==> src/rtl/vga_pkg.sv <==
// Shared VGA pipeline definitions: timing widths, colour type, overlay modes
// and the pixel/control word carried alongside the image ROM lookup.
package vga_pkg;
    localparam int HC_W  = 11;
    localparam int VC_W  = 10;
    localparam int RGB_W = 12;

    typedef logic [RGB_W-1:0] rgb_t;

    typedef enum logic [1:0] {
        MODE_NORMAL = 2'b00,
        MODE_BLINK  = 2'b01,
        MODE_HILITE = 2'b10,
        MODE_HIDDEN = 2'b11
    } mode_t;

    // Everything about one pixel that must stay aligned with its ROM word.
    typedef struct packed {
        logic [HC_W-1:0] hcount;
        logic [VC_W-1:0] vcount;
        logic            hblnk;
        logic            vblnk;
        rgb_t            rgb;
        logic            show;
        logic            key_en;
        logic            hilite;
    } pix_ctl_t;

    function automatic logic [3:0] sat_add4(input logic [3:0] c, input logic [4:0] a);
        logic [5:0] s;
        s = {2'b00, c} + {1'b0, a};
        return (s > 6'd15) ? 4'hF : s[3:0];
    endfunction
endpackage

==> src/rtl/delay_line.sv <==
// Fixed-depth register pipeline with synchronous clear, used to keep pixel
// timing and control aligned with the image ROM data.
module delay_line #(
    parameter int WIDTH = 1,
    parameter int DEPTH = 1
) (
    input  logic             clk,
    input  logic             rst,
    input  logic [WIDTH-1:0] i_data,
    output logic [WIDTH-1:0] o_data
);
    for (genvar gi = 0; gi < DEPTH; gi++) begin : g_stage
        logic [WIDTH-1:0] r_q;
        logic [WIDTH-1:0] w_d;

        if (gi == 0) begin : g_first
            assign w_d = i_data;
        end else begin : g_next
            assign w_d = g_stage[gi-1].r_q;
        end

        always_ff @(posedge clk) begin
            if (rst) r_q <= '0;
            else     r_q <= w_d;
        end
    end

    assign o_data = g_stage[DEPTH-1].r_q;
endmodule

==> src/rtl/draw_sprite_layer.sv <==
// Sprite overlay stage: runtime-positioned image from a synchronous ROM with
// colour key, frame-synchronous updates and blink/highlight/hide modes.
module draw_sprite_layer
    import vga_pkg::*;
#(
    parameter int         IMG_W_LOG2   = 9,
    parameter int         IMG_H_LOG2   = 6,
    parameter int         ROM_LAT      = 1,
    parameter logic [11:0] KEY_COLOR   = 12'hFFF,
    parameter int         XPOS_INIT    = 256,
    parameter int         YPOS_INIT    = 320,
    parameter int         BLINK_FRAMES = 30,
    parameter int         HILITE_ADD   = 4
) (
    input  logic                             clk,
    input  logic                             rst,
    input  logic [10:0]                      hcount_in,
    input  logic [9:0]                       vcount_in,
    input  logic                             hblnk_in,
    input  logic                             vblnk_in,
    input  logic [11:0]                      rgb_in,
    input  logic [10:0]                      xpos,
    input  logic [9:0]                       ypos,
    input  logic [1:0]                       mode,
    input  logic                             key_en,
    output logic [IMG_W_LOG2+IMG_H_LOG2-1:0] pixel_addr,
    input  logic [11:0]                      rgb_pixel,
    output logic [10:0]                      hcount_out,
    output logic [9:0]                       vcount_out,
    output logic                             hblnk_out,
    output logic                             vblnk_out,
    output logic [11:0]                      rgb_out
);
    localparam int          AW      = IMG_W_LOG2 + IMG_H_LOG2;
    localparam logic [11:0] IMG_W   = 12'(1 << IMG_W_LOG2);
    localparam logic [11:0] IMG_H   = 12'(1 << IMG_H_LOG2);
    localparam int          BC_W    = (BLINK_FRAMES > 1) ? $clog2(BLINK_FRAMES) : 1;
    localparam logic [BC_W-1:0] BC_LAST = BC_W'(BLINK_FRAMES - 1);
    localparam logic [4:0]  HL_ADD  = 5'(HILITE_ADD);
    localparam int          CTL_W   = $bits(pix_ctl_t);

    logic            r_vblnk_prev;
    logic [10:0]     r_xpos;
    logic [9:0]      r_ypos;
    mode_t           r_mode;
    logic            r_key_en;
    logic [BC_W-1:0] r_blink_cnt;
    logic            r_visible;
    logic [AW-1:0]   r_pixel_addr;

    logic [10:0] r_hcount_out;
    logic [9:0]  r_vcount_out;
    logic        r_hblnk_out;
    logic        r_vblnk_out;
    rgb_t        r_rgb_out;

    logic        w_frame_start;
    logic [11:0] w_x_lo, w_x_hi, w_y_lo, w_y_hi, w_h_ext, w_v_ext;
    logic        w_inside;
    logic [10:0] w_dx;
    logic [9:0]  w_dy;
    pix_ctl_t    w_s0, w_s1, w_al;
    rgb_t        w_hi_pix;
    rgb_t        w_rgb_mix;

    assign w_frame_start = vblnk_in & ~r_vblnk_prev;

    // Latched position/mode and blink state change only at frame start.
    always_ff @(posedge clk) begin
        if (rst) begin
            r_vblnk_prev <= 1'b0;
            r_xpos       <= 11'(XPOS_INIT);
            r_ypos       <= 10'(YPOS_INIT);
            r_mode       <= MODE_NORMAL;
            r_key_en     <= 1'b0;
            r_blink_cnt  <= '0;
            r_visible    <= 1'b1;
        end else begin
            r_vblnk_prev <= vblnk_in;
            if (w_frame_start) begin
                r_xpos   <= xpos;
                r_ypos   <= ypos;
                r_mode   <= mode_t'(mode);
                r_key_en <= key_en;
                if (r_mode == MODE_BLINK) begin
                    if (r_blink_cnt == BC_LAST) begin
                        r_blink_cnt <= '0;
                        r_visible   <= ~r_visible;
                    end else begin
                        r_blink_cnt <= r_blink_cnt + BC_W'(1);
                    end
                end else begin
                    r_blink_cnt <= '0;
                    r_visible   <= 1'b1;
                end
            end
        end
    end

    // 12-bit bounds so a sprite hanging off the right/bottom never wraps.
    assign w_h_ext = {1'b0, hcount_in};
    assign w_v_ext = {2'b00, vcount_in};
    assign w_x_lo  = {1'b0, r_xpos};
    assign w_y_lo  = {2'b00, r_ypos};
    assign w_x_hi  = w_x_lo + IMG_W;
    assign w_y_hi  = w_y_lo + IMG_H;

    assign w_inside = !hblnk_in && !vblnk_in
                   && (w_h_ext >= w_x_lo) && (w_h_ext < w_x_hi)
                   && (w_v_ext >= w_y_lo) && (w_v_ext < w_y_hi);

    assign w_dx = hcount_in - r_xpos;
    assign w_dy = vcount_in - r_ypos;

    always_ff @(posedge clk) begin
        if (rst)           r_pixel_addr <= '0;
        else if (w_inside) r_pixel_addr <= {w_dy[IMG_H_LOG2-1:0], w_dx[IMG_W_LOG2-1:0]};
        else               r_pixel_addr <= '0;
    end

    assign pixel_addr = r_pixel_addr;

    // Mode decisions are frozen per pixel so a frame-start never affects pixels in flight.
    always_comb begin
        w_s0        = '0;
        w_s0.hcount = hcount_in;
        w_s0.vcount = vcount_in;
        w_s0.hblnk  = hblnk_in;
        w_s0.vblnk  = vblnk_in;
        w_s0.rgb    = rgb_in;
        w_s0.show   = w_inside && (r_mode != MODE_HIDDEN)
                   && !((r_mode == MODE_BLINK) && !r_visible);
        w_s0.key_en = r_key_en;
        w_s0.hilite = (r_mode == MODE_HILITE);
    end

    delay_line #(.WIDTH(CTL_W), .DEPTH(1)) u_stage1 (
        .clk    (clk),
        .rst    (rst),
        .i_data (w_s0),
        .o_data (w_s1)
    );

    delay_line #(.WIDTH(CTL_W), .DEPTH(ROM_LAT)) u_rom_align (
        .clk    (clk),
        .rst    (rst),
        .i_data (w_s1),
        .o_data (w_al)
    );

    for (genvar gi = 0; gi < 3; gi++) begin : g_hilite
        assign w_hi_pix[gi*4 +: 4] = sat_add4(rgb_pixel[gi*4 +: 4], HL_ADD);
    end

    always_comb begin
        w_rgb_mix = w_al.rgb;
        if (w_al.show && !(w_al.key_en && (rgb_pixel == KEY_COLOR)))
            w_rgb_mix = w_al.hilite ? w_hi_pix : rgb_pixel;
    end

    always_ff @(posedge clk) begin
        if (rst) begin
            r_hcount_out <= '0;
            r_vcount_out <= '0;
            r_hblnk_out  <= 1'b0;
            r_vblnk_out  <= 1'b0;
            r_rgb_out    <= '0;
        end else begin
            r_hcount_out <= w_al.hcount;
            r_vcount_out <= w_al.vcount;
            r_hblnk_out  <= w_al.hblnk;
            r_vblnk_out  <= w_al.vblnk;
            r_rgb_out    <= w_rgb_mix;
        end
    end

    assign hcount_out = r_hcount_out;
    assign vcount_out = r_vcount_out;
    assign hblnk_out  = r_hblnk_out;
    assign vblnk_out  = r_vblnk_out;
    assign rgb_out    = r_rgb_out;
endmodule

==> config.mk <==
export PLATFORM = sky130hd
export DESIGN_NAME = draw_sprite_layer
export DESIGN_NICKNAME = d
export VERILOG_FILES = /design/src/rtl/vga_pkg.sv /design/src/rtl/delay_line.sv /design/src/rtl/draw_sprite_layer.sv
export SDC_FILE = /design/constraint.sdc
export NUM_CORES = 1
export LEC_CHECK = 0
export ABC_AREA = 1
export CAP_MARGIN = 20
export CELL_PAD_IN_SITES_DETAIL_PLACEMENT = 1
export CELL_PAD_IN_SITES_GLOBAL_PLACEMENT = 2
export CORE_UTILIZATION = 41
export CTS_BUF_LIST = sky130_fd_sc_hd__clkbuf_2
export DETAILED_ROUTE_END_ITERATION = 16
export DONT_BUFFER_PORTS = 1
export PLACE_DENSITY_LB_ADDON = 0.08
export RECOVER_POWER = 25
export SETUP_SLACK_MARGIN = 0.02
export SYNTH_ARGS = -nofsm -noshare
export SYNTH_HDL_FRONTEND = slang
export SYNTH_SLANG_ARGS = --single-unit
==> constraint.sdc <==
create_clock -name clk -period 7.05 [get_ports clk]
set_input_delay 2.115 -clock clk [delete_from_list [all_inputs] [get_ports clk]]
set_output_delay 2.115 -clock clk [all_outputs]
set_load 0.05 [all_outputs]
Word-level counts from Yosys, hierarchy flattened

Index checks and enable logic that the tools add are counted.

Input port bits: 73
Logic and storage cells: 66
Flip-flop bits (word level): 157
Output and inout port bits: 50

$lt $le $gt $ge: 7
Equal/unequal tests: 6
Add/sub/neg operators: 8
Bitwise logic cells: 4
Reductions and logical operators: 17
Mux-type cells: 9

Operators by type and width:

| operator                 | count |
|---|---|
| $mux W12                 | 2 |
| $add A4 B3 Y5 const B    | 3 |
| $gt A5 B4 Y1 const B     | 3 |
| $add A11 B10 Y12 const B | 1 |
| $eq A12 B12 Y1 const B   | 1 |
| $lt A11 B12 Y1           | 1 |
| $mux W4                  | 3 |
| $add A10 B7 Y11 const B  | 1 |
| $ge A11 B11 Y1           | 1 |
| $lt A10 B11 Y1           | 1 |
| $ge A10 B10 Y1           | 1 |
| $logic_and A1 B1 Y1      | 10 |
| $mux W5                  | 2 |
| $sub A9 B9 Y9            | 1 |
| $sub A6 B6 Y6            | 1 |
| $add A5 B1 Y5 const B    | 1 |
| $eq A5 B5 Y1 const B     | 1 |
| $logic_not A1 Y1         | 5 |
| $not A1 Y1               | 3 |
| $eq A2 B1 Y1 const B     | 1 |
| $eq A2 B2 Y1 const B     | 1 |
| $mux W1                  | 2 |
| $ne A2 B1 Y1 const B     | 1 |
| $ne A2 B2 Y1 const B     | 1 |
| other kinds (3)          | 3 |

Depth between registers and ports, before layout

Depth in word-level cells: 8
Gate-level depth with buffers: 13
Depth with buffers taken out: 12

Cells and area by module

Synthesis repeated with hierarchy kept, for this count alone.

Cells, all modules: 757
Area, all modules: 6238.5 sq um

By module, submodules not included:

| module            | instances | area an instance (sq um) | cells an instance |
|---|---|---|---|
| draw_sprite_layer | 1         | 4068.9                   | 521 |
| delay_line        | 2         | 1084.8                   | 118 |

Worst setup path before layout

OpenSTA, ideal clock, no wires.

Kind: in2reg
From: in hcount_in[0]
To: reg r_pixel_addr[11], in the netlist pixel_addr[11]
Setup slack: 3.390 ns
Arrival time: 3.543 ns
Setup time: 0.116 ns
Stages: 12
Cells stage by stage: inv_1 ha_1 fa_1 o21ai_1 nand3_1 nand2_2 nand2_1 nand2_1 nor2_1 nand2_2 buf_6 nor2_2

Cells in the longest elaborated chain, start to end: 7
Elaborated cells between the ends (all ways): 8
Classes of those cells: 2 x order compare; 1 x bitwise; 5 x reduce/logical

RTL lines:

| what                                  | line                     | RTL |
|---|---|---|
| from (decl)                           | draw_sprite_layer.sv:17  | `input logic [10:0] hcount_in,` |
| $ge A11 B11 Y1                        | draw_sprite_layer.sv:109 | `&& (w_h_ext >= w_x_lo) && (w_h_ext < w_x_hi)` |
| $logic_and A1 B1 Y1                   | draw_sprite_layer.sv:109 |  |
| $logic_and A1 B1 Y1 (*)               | draw_sprite_layer.sv:109 |  |
| $logic_and A1 B1 Y1 (*) (2 in a row)  | draw_sprite_layer.sv:110 | `&& (w_v_ext >= w_y_lo) && (w_v_ext < w_y_hi);` |
| $not A1 Y1 (no source line) (*)       | --                       |  |
| $reduce_or A2 Y1 (no source line) (*) | --                       |  |
| to (signal assigned)                  | draw_sprite_layer.sv:117 | `else if (w_inside) r_pixel_addr <= {w_dy[IMG_H_LOG2-1:0], w_dx[IMG_W_LOG2-1:0]};` |
| to (decl)                             | draw_sprite_layer.sv:49  | `logic [AW-1:0] r_pixel_addr;` |

Mark *: on every way between the ends. The rest lies on a longest branch, timed or not.
A chain may end at the register's enable or synchronous reset.

Worst setup path in the final report

From: reg r_hcount_out[1], in the netlist hcount_out[1]
To: out hcount_out[1]

RTL lines:

| what                   | line                     | RTL |
|---|---|---|
| from (decl)            | draw_sprite_layer.sv:51  | `logic [10:0] r_hcount_out;` |
| from (signal assigned) | draw_sprite_layer.sv:169 | `r_hcount_out <= w_al.hcount;` |
| to (decl)              | draw_sprite_layer.sv:28  | `output logic [10:0] hcount_out,` |

No word-level cell between the ends.

==> reports/results.txt <==
Worst-path clk slew: 0.22 ns
number of synthesized flops with an enable pin: 0
Yosys top cell area share: 51.75%
critical path arrival: 1.41 ns
worst hold-check path type: reg2reg
Comb pwr share: 10.9%
Initial Util: 42.81%
status: finished, final reports clean
area delta synth->final: 6.510%
Synthesized Nets: 858
maximum fanout along the worst path: 1
sequential share of the synthesized area: 51.75%
total die area: 0.01521 mm²
CP Capture Type: output port
worst path required time: 4.93 ns
Ports: 123
final setup skew: 0.03023 ns
Slew Limit Headroom: 63.22%
Cell Area, Synth: 0.006035 mm²
VDD IR max: 0.00008763 V
width of the die: 123.3 µm
switching share of total power: 28.27%
flop-to-flop setup slack: 4.87 ns
post-cts resize count: 0
maxcap violations: 0
Die H: 123.3 µm
crit path time final: 3.528 ns
final worst-path cycle share: 50.05%
post-synthesis cell count: 746
RSZ-0062 raised after global routing: no
Avg Cell Area, Syn: 8.089 µm²
share of layout cells above drive strength 1: 6.719%
antenna violation net count after detailed routing: 0
TritonRoute pass-1 iters: 4
vias after detailed routing: 4292
initial antenna violation count: 1
Setup CP Type: reg2out
hold endpoint: hcount_out[3]
Fin. Hold Viols: 0
initial DRC count: 138
first-pass GRT wire length: 20150 µm
R2R Path End: pixel_addr[4]
Core Region: 0.01410 mm²
Hold Crit Depth: 2
final WL: 12390 µm
crit start category: flop
Final setup viols: 0
GRT Overall Usage: 17.44%
Worst-Margin Slew: 0.5509 ns
Post-CTS Setup Bufs: 0
Net Sw Power: 0.4568 mW
YS warnings: 0
Hold Slack: 0.4059 ns
Vias/cell: 4.566
worst r2r src: r_ypos[0]
share of power burned in the clock network: 29.7%
Synth area leaders: dfxtp_1, inv_1, nor2_1
Internal: 1.159 mW
fmax: 0.2834 GHz
clk sinks: 156
Post-CTS Hold Buffers: 0
asr flop ratio synth: 0%
r2r worst-path depth: 11
Clock Tree Buf Depth: 2
FF+latch count, synth: 156
Pleak: 3.040 nW
vias in the first global route: 4342
Detailed Place HPWL: 9313 µm
Root Driver: clkbuf_2
total grt overflow: 0
residual DRC count: 0
H-tree level count: 4
hold path start: u_rom_align.o_data[30]
Synth area leader: dfxtp_1
Layout Nets: 858
setup_tns: 0 ns
fill count: 1764
PD cells: 251.4 mW/mm²
Clk Latency, worst-skew pair: 0.70 ns
# port buffers: 0
GP Congestion: 0.8170
num rows: 43
distinct cell type count after synthesis: 32
TritonCTS clock tree: yes
TritonCTS Buffers: 17
sequential power share: 59.4%
fin. max-slew vios: 0
Synth Flop Type: dfxtp_1
maximum number of pins on one net before global-route repair: 102
wire per inst: 13.18 µm
## cells in the mapped netlist (2+ instances only)
master and count:
nor3_1 8, ha_1 37, nand3_1 11, nor2_1 142
nor2_2 10, fa_1 2, o211ai_1 3, a21oi_1 44
clkbuf_1 18, buf_2 2, nand2_1 69, nand3b_1 2
nor3b_1 7, o21ai_0 38, o21ai_1 2, nand2_2 4
dfxtp_1 156, xor2_1 8, inv_1 163, xnor2_1 8
## placed cells by master, fill, tap and decap left out, types with 2 or more instances in the layout
cell	n
o21ai_0	38
o21ai_1	2
clkinv_4	2
fa_1	2
ha_1	37
nand2_1	69
nand3_1	11
inv_6	3
inv_1	163
nor2_1	142
nand2_2	4
buf_4	2
bufinv_16	2
nor3b_1	7
dfxtp_1	156
clkinvlp_4	4
nor3_1	8
clkbuf_2	20
nor2_2	10
o211ai_1	3
a21oi_1	44
nand3b_1	2
xnor2_1	8
xor2_1	8
## sequential cells by signal, indices dropped and copies added, names as in the netlist, 2 cells and up
signal,flops
u_rom_align.o_data,38
u_stage1.o_data,38
pixel_addr,15
rgb_out,12
hcount_out,11
r_xpos,11
r_ypos,10
vcount_out,10
r_blink_cnt,5
r_mode,2
## cell type report
type / instances / area, µm² / area share (%)
Antenna cell: 1 / 2.502 / 0.03893
Clock buffer: 20 / 100.1 / 1.557
Clock inverter: 12 / 138.9 / 2.161
Inverter: 164 / 615.6 / 9.578
Multi-Input combinational cell: 405 / 2207 / 34.34
Sequential cell: 156 / 3123 / 48.59
Tap cell: 180 / 225.2 / 3.504
Timing Repair Buffer: 2 / 15.01 / 0.2336
## cells by family after synthesis
logic type,share of synthesized area (%)
adders and majority gates,8.335
and+or+nand+nor,17.91
DFF,51.75
buffers and inverters,11.67
AOI/OAI and AO/OA,8.003
xor gates and xnor gates,2.322
## worst max-delay path by stage
stage / end / from / depth (start not counted) / slack, ns
floorplan: pixel_addr[11] / hcount_in[0] / 12 / 3.39
global placement: pixel_addr[0] / hcount_in[0] / 11 / 3.16
detailed placement: pixel_addr[2] / vcount_in[0] / 12 / 3.03
CTS: hcount_out[1] / hcount_out[1] / 0 / 3.43
global route: hcount_out[1] / hcount_out[1] / 0 / 3.40
finish: hcount_out[1] / hcount_out[1] / 0 / 3.52
## routing by layer
| metal | GRT usage, % | up-vias | routed length (µm) |
|---|---|---|---|
| li1 | - | 2246 | - |
| met1 | 21.06 | 1919 | 5810 |
| met2 | 28.04 | 111 | 5554 |
| met3 | 6.319 | 16 | 830 |
| met4 | 7.078 | 0 | 197 |
| met5 | 0 | - | 0 |
## power groups by stage
stage	Combinational, mW	Sequential [mW]	Clock (mW)
floorplan	0.147	0.973	0
global placement	0.173	0.977	0
detailed placement	0.178	0.978	0
CTS	0.180	0.960	0.506
global route	0.206	0.965	0.538
finish	0.176	0.959	0.481
## per-stage QoR
step / cell area, µm² / instances / power, mW / utilization [%] / setup slack [ns]
2_1_floorplan: 6035 / 746 / 1.121 / - / 3.390
6_report: 6427 / 940 / 1.616 / 45.60 / 3.522
4_1_cts: 6425 / 939 / 1.646 / 45.58 / 3.425
3_5_place_dp: 6186 / 907 / 1.156 / 43.88 / 3.033
5_1_grt: 6427 / 940 / 1.710 / 45.60 / 3.399
3_3_place_gp: 6186 / 907 / 1.150 / 43.88 / 3.155
Note: power is estimated with default switching activity, not from simulation.
